[src/rtl/bcd_stopwatch_ctrl_if.sv]
// Command and display bundle between user logic and the BCD stopwatch controller.
// The master side issues level commands and the slave side returns the BCD status.
interface bcd_stopwatch_ctrl_if;
  logic        start;
  logic        stop;
  logic        clear;
  logic        lap;
  logic [15:0] count;
  logic [15:0] lap_count;
  logic        running;
  logic        tick;
  logic        ovf;

  modport master (
    output start, stop, clear, lap,
    input  count, lap_count, running, tick, ovf
  );

  modport slave (
    input  start, stop, clear, lap,
    output count, lap_count, running, tick, ovf
  );
endinterface

[src/rtl/bcd_stopwatch_ctrl.sv]
// Start/stop/clear stopwatch: a prescaler gated by an IDLE/RUN/PAUSE FSM drives
// a 4-digit BCD ripple counter, with a lap snapshot register and sticky overflow.
module bcd_stopwatch_ctrl #(
  parameter int unsigned TICK_DIV = 10
) (
  input  logic                clk,
  input  logic                rst,
  bcd_stopwatch_ctrl_if.slave sw
);

  localparam int unsigned PW      = (TICK_DIV > 1) ? $clog2(TICK_DIV) : 1;
  localparam int unsigned DIGITS  = 4;
  localparam logic [PW-1:0] PRE_MAX = PW'(TICK_DIV - 1);

  typedef enum logic [1:0] {
    IDLE  = 2'd0,
    RUN   = 2'd1,
    PAUSE = 2'd2
  } state_e;

  state_e        state_q, state_d;
  logic [PW-1:0] pre_q, pre_d;
  logic [15:0]   count_q, count_d;
  logic [15:0]   lap_q, lap_d;
  logic          ovf_q, ovf_d;
  logic          tick_q;
  logic          running_q;
  logic          inc;
  logic          carry;

  // Command decode, prescaler advance and BCD ripple increment.
  always_comb begin
    state_d = state_q;
    pre_d   = pre_q;
    count_d = count_q;
    lap_d   = lap_q;
    ovf_d   = ovf_q;
    inc     = 1'b0;
    carry   = 1'b0;

    if (sw.clear) begin
      state_d = IDLE;
      pre_d   = '0;
      count_d = '0;
      lap_d   = '0;
      ovf_d   = 1'b0;
    end else begin
      if (sw.lap) begin
        lap_d = count_q;
      end

      unique case (state_q)
        IDLE: begin
          if (sw.start) begin
            state_d = RUN;
            pre_d   = '0;
          end
        end
        RUN: begin
          if (sw.stop) begin
            state_d = PAUSE;
          end else if (pre_q == PRE_MAX) begin
            pre_d = '0;
            inc   = 1'b1;
          end else begin
            pre_d = pre_q + PW'(1);
          end
        end
        PAUSE: begin
          if (sw.start && !sw.stop) begin
            state_d = RUN;
          end
        end
        default: state_d = IDLE;
      endcase

      // Carry survives past the last digit only on the 9999 -> 0000 wrap.
      carry = inc;
      for (int i = 0; i < DIGITS; i++) begin
        if (carry) begin
          if (count_q[i*4 +: 4] == 4'd9) begin
            count_d[i*4 +: 4] = 4'd0;
          end else begin
            count_d[i*4 +: 4] = count_q[i*4 +: 4] + 4'd1;
            carry             = 1'b0;
          end
        end
      end
      if (carry) begin
        ovf_d = 1'b1;
      end
    end
  end

  always_ff @(posedge clk) begin
    if (!rst) begin
      state_q   <= IDLE;
      pre_q     <= '0;
      count_q   <= '0;
      lap_q     <= '0;
      ovf_q     <= 1'b0;
      tick_q    <= 1'b0;
      running_q <= 1'b0;
    end else begin
      state_q   <= state_d;
      pre_q     <= pre_d;
      count_q   <= count_d;
      lap_q     <= lap_d;
      ovf_q     <= ovf_d;
      tick_q    <= inc;
      running_q <= (state_d == RUN);
    end
  end

  assign sw.count     = count_q;
  assign sw.lap_count = lap_q;
  assign sw.running   = running_q;
  assign sw.tick      = tick_q;
  assign sw.ovf       = ovf_q;

endmodule

[src/flat_wrapper.sv]
// flat-port wrapper written by rule: the top's interface ports become plain ports
module bcd_stopwatch_ctrl_flat 
#(
  parameter int unsigned TICK_DIV = 10
)
  (clk, rst, sw_start, sw_stop, sw_clear, sw_lap, sw_count, sw_lap_count, sw_running, sw_tick, sw_ovf);
  bcd_stopwatch_ctrl_if sw_i ();
  input  logic clk;
  input  logic rst;
  input wire logic [$bits(sw_i.start)-1:0] sw_start;
  input wire logic [$bits(sw_i.stop)-1:0] sw_stop;
  input wire logic [$bits(sw_i.clear)-1:0] sw_clear;
  input wire logic [$bits(sw_i.lap)-1:0] sw_lap;
  output wire logic [$bits(sw_i.count)-1:0] sw_count;
  output wire logic [$bits(sw_i.lap_count)-1:0] sw_lap_count;
  output wire logic [$bits(sw_i.running)-1:0] sw_running;
  output wire logic [$bits(sw_i.tick)-1:0] sw_tick;
  output wire logic [$bits(sw_i.ovf)-1:0] sw_ovf;
  assign sw_i.start = sw_start;
  assign sw_i.stop = sw_stop;
  assign sw_i.clear = sw_clear;
  assign sw_i.lap = sw_lap;
  assign sw_count = sw_i.count;
  assign sw_lap_count = sw_i.lap_count;
  assign sw_running = sw_i.running;
  assign sw_tick = sw_i.tick;
  assign sw_ovf = sw_i.ovf;
  bcd_stopwatch_ctrl #(.TICK_DIV(TICK_DIV)) u_core (.clk(clk), .rst(rst), .sw(sw_i));
endmodule
[config.mk]
export PLATFORM = sky130hd
export DESIGN_NAME = bcd_stopwatch_ctrl_flat
export DESIGN_NICKNAME = d
export VERILOG_FILES = /design/src/rtl/bcd_stopwatch_ctrl_if.sv /design/src/rtl/bcd_stopwatch_ctrl.sv /design/src/flat_wrapper.sv
export SDC_FILE = /design/constraint.sdc
export NUM_CORES = 1
export LEC_CHECK = 0
export ABC_AREA = 0
export CAP_MARGIN = 15
export CORE_MARGIN = 1.5
export CORE_UTILIZATION = 50
export CTS_BUF_LIST = sky130_fd_sc_hd__clkbuf_4 sky130_fd_sc_hd__clkbuf_8
export DETAILED_ROUTE_END_ITERATION = 6
export PLACE_DENSITY = 0.88
export RECOVER_POWER = 25
export SLEW_MARGIN = 10
export SYNTH_ARGS = -nofsm -noshare
export SYNTH_HDL_FRONTEND = slang
export SYNTH_SLANG_ARGS = --single-unit
[constraint.sdc]
create_clock -name clk -period 2.5 [get_ports clk]
set_clock_uncertainty 0.2 [all_clocks]
set_input_delay 0.375 -clock clk [delete_from_list [all_inputs] [get_ports clk]]
set_output_delay 0.375 -clock clk [all_outputs]
set_load 0.02 [all_outputs]
==> results of run 1 <==
final cells by class:
type                            count  share of cell area, %
Multi-Input combinational cell    142                   39.6
Sequential cell                    41                   34.5
Timing Repair Buffer               45                   18.3
Clock buffer                        5                   2.89
Tap cell                           46                   2.42
Clock inverter                      2                   1.47
Inverter                            5                  0.789
stage by stage:
step	std cells	area, µm²	util [%]
after floorplan	198	1840	-
after global placement	279	2290	66.5
after detailed placement	279	2290	66.5
after CTS	286	2390	69.5
after global routing	286	2380	69.1
final	286	2380	69.1
worst max-delay path by stage:
| stage | from | endpoint | slack [ns] | cells past startpoint |
|---|---|---|---|---|
| final | u_core.sw.count[10] | sw_count[10] | 0.49 | 1 |
| after global routing | u_core.pre_q[0] | u_core.sw.count[13] | 0.34 | 5 |
| after CTS | u_core.sw.count[10] | sw_count[10] | 0.49 | 1 |
| after detailed placement | sw_stop | u_core.sw.count[7] | 0.23 | 6 |
| after global placement | sw_stop | u_core.sw.count[7] | 0.29 | 6 |
| after floorplan | u_core.pre_q[0] | u_core.sw.count[0] | 0.63 | 6 |
placed cells by master, fill, tap and decap left out, types with 2 or more instances in the layout:
cell type | Yosys | final
sky130_fd_sc_hd__a21oi_1 | 12 | 12
sky130_fd_sc_hd__nand3b_1 | 4 | 4
sky130_fd_sc_hd__or3_1 | 3 | 3
sky130_fd_sc_hd__o21ai_0 | 6 | 6
sky130_fd_sc_hd__inv_1 | 5 | 5
sky130_fd_sc_hd__nand3_1 | 2 | 2
sky130_fd_sc_hd__o311ai_0 | 2 | 2
sky130_fd_sc_hd__nand3_4 | 2 | 2
sky130_fd_sc_hd__clkdlybuf4s50_1 | 0 | 39
sky130_fd_sc_hd__nand2b_1 | 8 | 8
sky130_fd_sc_hd__buf_4 | 0 | 4
sky130_fd_sc_hd__nand4_1 | 6 | 6
sky130_fd_sc_hd__clkbuf_8 | 0 | 5
sky130_fd_sc_hd__nand2_1 | 9 | 9
sky130_fd_sc_hd__or4_1 | 2 | 2
sky130_fd_sc_hd__mux2i_1 | 17 | 17
sky130_fd_sc_hd__nor2b_1 | 5 | 5
sky130_fd_sc_hd__a31oi_1 | 4 | 4
sky130_fd_sc_hd__and3_1 | 2 | 2
sky130_fd_sc_hd__ha_1 | 2 | 2
sky130_fd_sc_hd__nor4b_1 | 2 | 2
sky130_fd_sc_hd__xor2_1 | 5 | 5
sky130_fd_sc_hd__dfxtp_1 | 41 | 41
sky130_fd_sc_hd__nor2_1 | 32 | 32
report_power, final:
part	internal [mW]	switching, mW
Clock	0.290	0.216
Sequential	0.655	0.00257
Combinational	0.0235	0.0292
kinds of logic after synthesis:
group                      count (synthesis)  synth area share (%)
AOI/OAI and AO/OA                         31                  10.3
xor gates and xnor gates                   5                  2.38
adders and majority gates                  2                  1.36
buffers and inverters                     15                  4.41
DFF                                       41                  44.5
muxes                                     17                  9.23
and+or+nand+nor                           87                  27.8
registers in the layout (all words and copies together) (netlist names):
signal,count
u_core.sw.lap_count,16
u_core.state_q,2
u_core.sw.running,1
u_core.sw.ovf,1
u_core.sw.count,16
u_core.sw.tick,1
u_core.pre_q,4
metal layers:
| layer | GRT usage [%] | up-vias | routed length (µm) |
|---|---|---|---|
| li1 | - | 777 | - |
| met1 | 26.4 | 731 | 1730 |
| met2 | 32.9 | 45 | 1770 |
| met3 | 3.57 | 7 | 200 |
| met4 | 8.15 | 0 | 63 |
| met5 | 0 | - | 0 |
==> parameters.txt, run 1 <==
Parameter                              Value

Placement
  Detail Placement HPWL    around 2.6 mm
  Number of input and output port buffers inserted    40
  Placement-stage worst setup slack    around 0.23 ns
  Routability Congestion    between 0.7 and 0.8

Synthesis
  Leading post-synthesis cells by cell area    sky130_fd_sc_hd__dfxtp_1 (45%), sky130_fd_sc_hd__mux2i_1 (9.2%), sky130_fd_sc_hd__nor2_1 (6.5%), sky130_fd_sc_hd__a21oi_1 (3.3%), sky130_fd_sc_hd__nand2b_1 (2.7%)
  Most common cell in the synthesized netlist    sky130_fd_sc_hd__dfxtp_1
  Share of synthesized registers carrying an async set or reset    0%
  Top cell type by total area after synthesis    sky130_fd_sc_hd__dfxtp_1
  Commonest cells in the synthesized netlist    sky130_fd_sc_hd__dfxtp_1 (41), sky130_fd_sc_hd__nor2_1 (32), sky130_fd_sc_hd__mux2i_1 (17)
  Post-Synthesis Mean Instance Area    just over 9 µm²
  Post-synthesis cell count    roughly 200
  Number of enable-type register cells in the synthesized netlist    0
  Cell area after technology mapping    ~1800 µm²
  Leading register cell type out of synthesis    sky130_fd_sc_hd__dfxtp_1
  Synthesized netlist net count    206
  Share of synthesized area occupied by flip-flops and latches    between 40 and 50%
  Register bit total from synthesis    41
  Number of library cell types mapped by synthesis    42
  Top-area cell type share of the netlist area    between 40% and 50%
  Number of warning messages in the yosys log    0

STA
  Number of pins exceeding their max-slew limit in the final report    0
  Unrepaired setup endpoints after global routing    false
  Final critical-path share of the clock period    around four fifths
  Final hold vios    0
  Setup WS post-layout    0.488 ns
  Transition time at the pin with the least slew margin    roughly 0.73 ns
  Worst-case hold slack    ~0.27 ns
  Achievable frequency    497 MHz
  Final setup fails    0
  Worst slew slack as a fraction of its limit    about half
  Sum of negative setup slack    0 ns
  Final critical-path required period    around 2.0 ns

Setup path
  Critical path startpoint category    flip-flop
  Reg2reg setup slack    around 0.5 ns
  Capturing point of the worst reg2reg path    u_core.sw.count[13]
  Data arrival time of the worst path    1.44 ns
  Crit Path Class    reg -> out
  Largest driver fanout on the critical path    9
  Top delay family on crit path    buffers and inverters
  Worst R2R Start    u_core.pre_q[0]
  Max stage delay cell, worst path    sky130_fd_sc_hd__clkdlybuf4s50_1
  Count of buffering cells on the critical path with inverters included    1
  Length in cells of the worst reg-to-reg path    5
  Ordered list of cells on the worst path    clkdlybuf4s50_1
  Slowest Stage Delay on Critical Path    between 0.6 and 0.7 ns
  Sort of element at the end of the critical path    primary output
  Critical Path RT    around 1.9 ns

Clock tree
  CTS tree    built
  Insertion delay of the later-clocked pin in the worst-skew pair    0.29 ns
  Bufs on Longest Clock Path    2
  TritonCTS Sinks    ~40
  Buffers inserted by post-CTS timing repair    0
  Number of gates resized after cts    0
  CTS Hold Buffers Added    0
  CTS Buf Count    5
  Htree depth    2
  Root cell of the clock tree    sky130_fd_sc_hd__clkbuf_8
  Clock-pin transition on the worst setup and hold timing paths    approximately 0.080 ns

Min path
  Launch point of the worst hold path    u_core.sw.ovf
  Endpoint of the worst hold-timing path    u_core.sw.ovf
  Worst hold path class    reg -> reg
  Worst hold stages    1

Cells and area
  Share of post-route cells with drive strength above 1    under 10%
  Antenna fix cells    0
  NumNets Final    248
  Fill cells    269
  Syn-to-layout area delta    29.0%
  Total area of multi-input combinational cells    about 940 µm²
  Area occupied by registers    about 800 µm²

Route
  Final Routed Wirelength    ~3.8 mm
  Detailed-route wire length per cell    about 13 µm
  Pre-antenna DRT Iters    4
  DRT antenna net count    0
  First DRT Iteration DRCs    75
  Overall via count from detail_route    roughly 1,600
  Via-per-instance ratio    5.45
  Drc violations    0

Status
  Run status    finished, final reports clean

Global routing
  All-Layer GR Usage    20.2%
  Number of global-route vias before repair    1,398
  Largest net degree at the start of global routing    39
  Overflow left after global routing    0
  Wire length of the first global-routing pass    roughly 6.5 mm
  Antenna violations before repair    0

Floorplanning
  Total die area    roughly 4100 µm²
  Number of placement rows    21
  Number of primary I/O pins    41
  Chip Height    around 64 µm
  X dimension of the die    about 64 µm
  Starting utilization of the core area    between 50% and 60%
  Total core area    ~3400 µm²

Power
  Power density over the cells    511 nW/µm²
  Maximum vdd ir drop    approximately 0.00047 V
  Leakage power total    0.848 nW
  Overall power after layout    between 1 and 1.5 mW

Flow run
  Max-capacitance violation count    0
(Power assumes the default switching activity.)
==> run 2, diff against run 1 <==
--- a/config.mk
+++ b/config.mk
@@ -8,10 +8,10 @@
 export ABC_AREA = 0
 export CAP_MARGIN = 15
 export CORE_MARGIN = 1.5
-export CORE_UTILIZATION = 50
+export CORE_UTILIZATION = 47
 export CTS_BUF_LIST = sky130_fd_sc_hd__clkbuf_4 sky130_fd_sc_hd__clkbuf_8
 export DETAILED_ROUTE_END_ITERATION = 6
-export PLACE_DENSITY = 0.88
+export PLACE_DENSITY = 0.87
 export RECOVER_POWER = 25
 export SLEW_MARGIN = 10
 export SYNTH_ARGS = -nofsm -noshare
==> constraint.sdc (replaced) <==
create_clock -name clk -period 1.8 [get_ports clk]
set_clock_uncertainty 0.2 [all_clocks]
set_input_delay 0.27 -clock clk [delete_from_list [all_inputs] [get_ports clk]]
set_output_delay 0.27 -clock clk [all_outputs]
set_load 0.02 [all_outputs]
==> run 2 against run 1 <==
Effect of this change: global-route usage rose by 1.7 points; critical path depth up 5; core utilization rose by 2.1 points; count of clock-buffer cells in the layout grew 2; total power grew 37%; hold slack worse by 0.069 ns; routed wire length rose by 17%; sequential power increased by 39%; clock power increased by 31%; via count grew 8.1%; combinational power increased by 68%.
==> parameters.txt, run 2 (synthesized netlist as in run 1, its figures left out) <==
Parameter                              Value

Status
  Run status    finished, final reports clean

Clock tree
  CTS Hold Buffers Added    0 (unchanged)
  Insertion delay of the later-clocked pin in the worst-skew pair    0.30 ns (about the same)
  CTS Buf Count    5 (unchanged)
  CTS tree    built
  Clock-pin transition on the worst setup and hold timing paths    0.08 ns (about the same)
  Htree depth    2 (unchanged)
  Root cell of the clock tree    sky130_fd_sc_hd__clkbuf_8
  Bufs on Longest Clock Path    2 (unchanged)
  TritonCTS Sinks    41 (unchanged)

Setup path
  Capture point of the worst path    u_core.sw.count[13]
  Critical path startpoint category    flip-flop
  Worst R2R Start    u_core.pre_q[1]
  Reg2reg setup slack    0.01 ns (-0.48 ns)
  Data arrival time of the worst path    1.82 ns (+0.38 ns)
  Largest driver fanout on the critical path    7 (-2)
  Sort of element at the end of the critical path    flip-flop
  Length in cells of the worst reg-to-reg path    6 (+1)
  Critical Path RT    1.83 ns (-0.09 ns)
  Crit Path Class    reg -> reg
  Capturing point of the worst reg2reg path    u_core.sw.count[13]
  CP startpoint    u_core.pre_q[1]

STA
  Unrepaired setup endpoints after global routing    true
  Worst-case hold slack    0.205 ns (-0.0690 ns)
  Final setup fails    0 (unchanged)
  Sum of negative setup slack    0 ns (unchanged)
  Number of pins exceeding their max-slew limit in the final report    0 (unchanged)
  Transition time at the pin with the least slew margin    0.432 ns (-0.302 ns)
  Final critical-path required period    roughly 1.8 ns
  Final critical-path share of the clock period    between 90% and 100%
  Final hold vios    0 (unchanged)
  Achievable frequency    about 560 MHz
  Worst slew slack as a fraction of its limit    71.2% (+20 points)

Cells and area
  Area occupied by registers    825 µm² (+0.46%)
  Total area of multi-input combinational cells    981 µm² (+4.3%)
  Most frequent cells in the layout    sky130_fd_sc_hd__dfxtp_1 (38), sky130_fd_sc_hd__nor2_1 (32), sky130_fd_sc_hd__buf_4 (32), sky130_fd_sc_hd__clkdlybuf4s50_1 (23), sky130_fd_sc_hd__mux2i_1 (17)
  Syn-to-layout area delta    43.5%
  Fill cells    304 (+13%)
  Antenna fix cells    0 (unchanged)
  Share of post-route cells with drive strength above 1    21.8% (+14 points)
  Most common cell after layout, fill and taps aside    sky130_fd_sc_hd__dfxtp_1
  Fin util    71.2% (+2.1 points)
  NumNets Final    278 (+12%)

Global routing
  Number of global-route vias before repair    1,626 (+16%)
  Largest net degree at the start of global routing    17 (-56%)
  Overflow left after global routing    0 (unchanged)
  Wire length of the first global-routing pass    7.16 mm (+11%)
  All-Layer GR Usage    21.8% (+1.7 points)
  Antenna violations before repair    0 (unchanged)

Floorplanning
  Total core area    3720 µm² (+8.0%)
  Chip Height    65.6 µm (+3.0%)
  X dimension of the die    65.6 µm (+3.0%)
  Starting utilization of the core area    49.6% (-3.9 points)
  Total die area    4310 µm² (+6.1%)
  Number of primary I/O pins    41 (unchanged)
  Number of placement rows    22 (+4.8%)

Route
  Drc violations    0 (unchanged)
  Final Routed Wirelength    4.42 mm (+17%)
  Via-per-instance ratio    5.29 (-3.0%)
  Detailed-route wire length per cell    13.9 µm (+5.3%)
  Pre-antenna DRT Iters    4 (unchanged)
  First DRT Iteration DRCs    105 (+40%)
  Overall via count from detail_route    1,687 (+8.1%)
  DRT antenna net count    0 (unchanged)

Placement
  Number of input and output port buffers inserted    40 (unchanged)
  Routability Congestion    0.854 (+13%)
  Detail Placement HPWL    2.99 mm (+15%)

Power
  Leakage power total    1.09 nW (+29%)
  Power density over the cells    628 nW/µm² (+23%)
  Maximum vdd ir drop    0.000487 V (+3.0%)

Flow run
  Max-capacitance violation count    0 (unchanged)

Min path
  Worst hold path class    in -> reg
## run 2: changes by cell type in the layout (fill, tap and decap cells not counted), moves of 2 or more
cell                              before  now
sky130_fd_sc_hd__buf_4                 4   32
sky130_fd_sc_hd__clkdlybuf4s50_1      39   23
sky130_fd_sc_hd__dlygate4sd2_1         0   15
sky130_fd_sc_hd__dfxtp_1              41   38
sky130_fd_sc_hd__dfxtp_2               0    3
sky130_fd_sc_hd__clkbuf_8              5    7
sky130_fd_sc_hd__o311ai_0              2    0
## run 2: report_power, final
group          internal (mW)  total, mW  switching [mW]
Sequential             0.909      0.911         0.00152
Clock                  0.346      0.661           0.315
Combinational         0.0417     0.0885          0.0468
Total                   1.30       1.66           0.363
## run 2: through the flow
stage | area, µm² | cells | total power, mW | setup slack (ns)
final | 2650 | 319 | 1.66 | 0.0120
after global routing | 2650 | 319 | 1.72 | -0.0497
after CTS | 2590 | 316 | 1.67 | 0.00956
after detailed placement | 2500 | 308 | 1.02 | -0.359
after global placement | 2500 | 308 | 1.02 | -0.298
after floorplan | 1850 | 198 | 0.980 | 0.00554
## run 2: metal layers
| metal | global-route usage [%] | routed length (µm) |
|---|---|---|
| met1 | 26.5 | 2040 |
| met2 | 35.7 | 2100 |
| met3 | 6.51 | 195 |
| met4 | 9.11 | 89 |
| met5 | 0 | 0 |
## run 2: area by class of cell
class	instances	share of cell area, %
multi-input combinational	142	37.1
sequential	41	31.2
timing repair buffer	75	24.9
clock buffer	7	3.64
tap	48	2.27
inverter	5	0.710
clock inverter	1	0.189
## run 2: what timing repair did
action                                 in CTS  in global routing
setup endpoints to repair                  19                 15
cloned                                      0                  0
buffers inserted                            0                  3
endpoints found under the hold margin       0                  0
pin swaps                                   3                 10
resized for setup                          21                  9
## run 2: worst min-delay path by stage
| stage | start | end | slack (ns) | cells after the start |
|---|---|---|---|---|
| finish | sw_stop | u_core.sw.tick | 0.20 | 4 |
| CTS | u_core.sw.ovf | u_core.sw.ovf | 0.29 | 1 |
| floorplan | sw_stop | u_core.state_q[1] | 0.22 | 2 |
| global placement | u_core.sw.ovf | u_core.sw.ovf | 0.26 | 1 |
| detailed placement | u_core.sw.ovf | u_core.sw.ovf | 0.26 | 1 |
| global route | sw_stop | u_core.sw.tick | 0.23 | 4 |
## run 2: worst max-delay path, cell delays in order (launching register included)
cell and delay [ns]:
sky130_fd_sc_hd__dfxtp_2 0.33, sky130_fd_sc_hd__inv_2 0.06, sky130_fd_sc_hd__ha_4 0.11, sky130_fd_sc_hd__and3b_2 0.27
sky130_fd_sc_hd__nand3_4 0.10, sky130_fd_sc_hd__or4_4 0.49, sky130_fd_sc_hd__a21oi_2 0.16
==> run 3, diff against run 2 <==
--- a/config.mk
+++ b/config.mk
@@ -11,9 +11,9 @@
 export CORE_UTILIZATION = 47
 export CTS_BUF_LIST = sky130_fd_sc_hd__clkbuf_4 sky130_fd_sc_hd__clkbuf_8
 export DETAILED_ROUTE_END_ITERATION = 6
+export GPL_ROUTABILITY_DRIVEN = 0
 export PLACE_DENSITY = 0.87
 export RECOVER_POWER = 25
-export SLEW_MARGIN = 10
 export SYNTH_ARGS = -nofsm -noshare
 export SYNTH_HDL_FRONTEND = slang
 export SYNTH_SLANG_ARGS = --single-unit
==> results of run 3 <==
No change in the layout: final DEF, timing and power equal those of run 2.
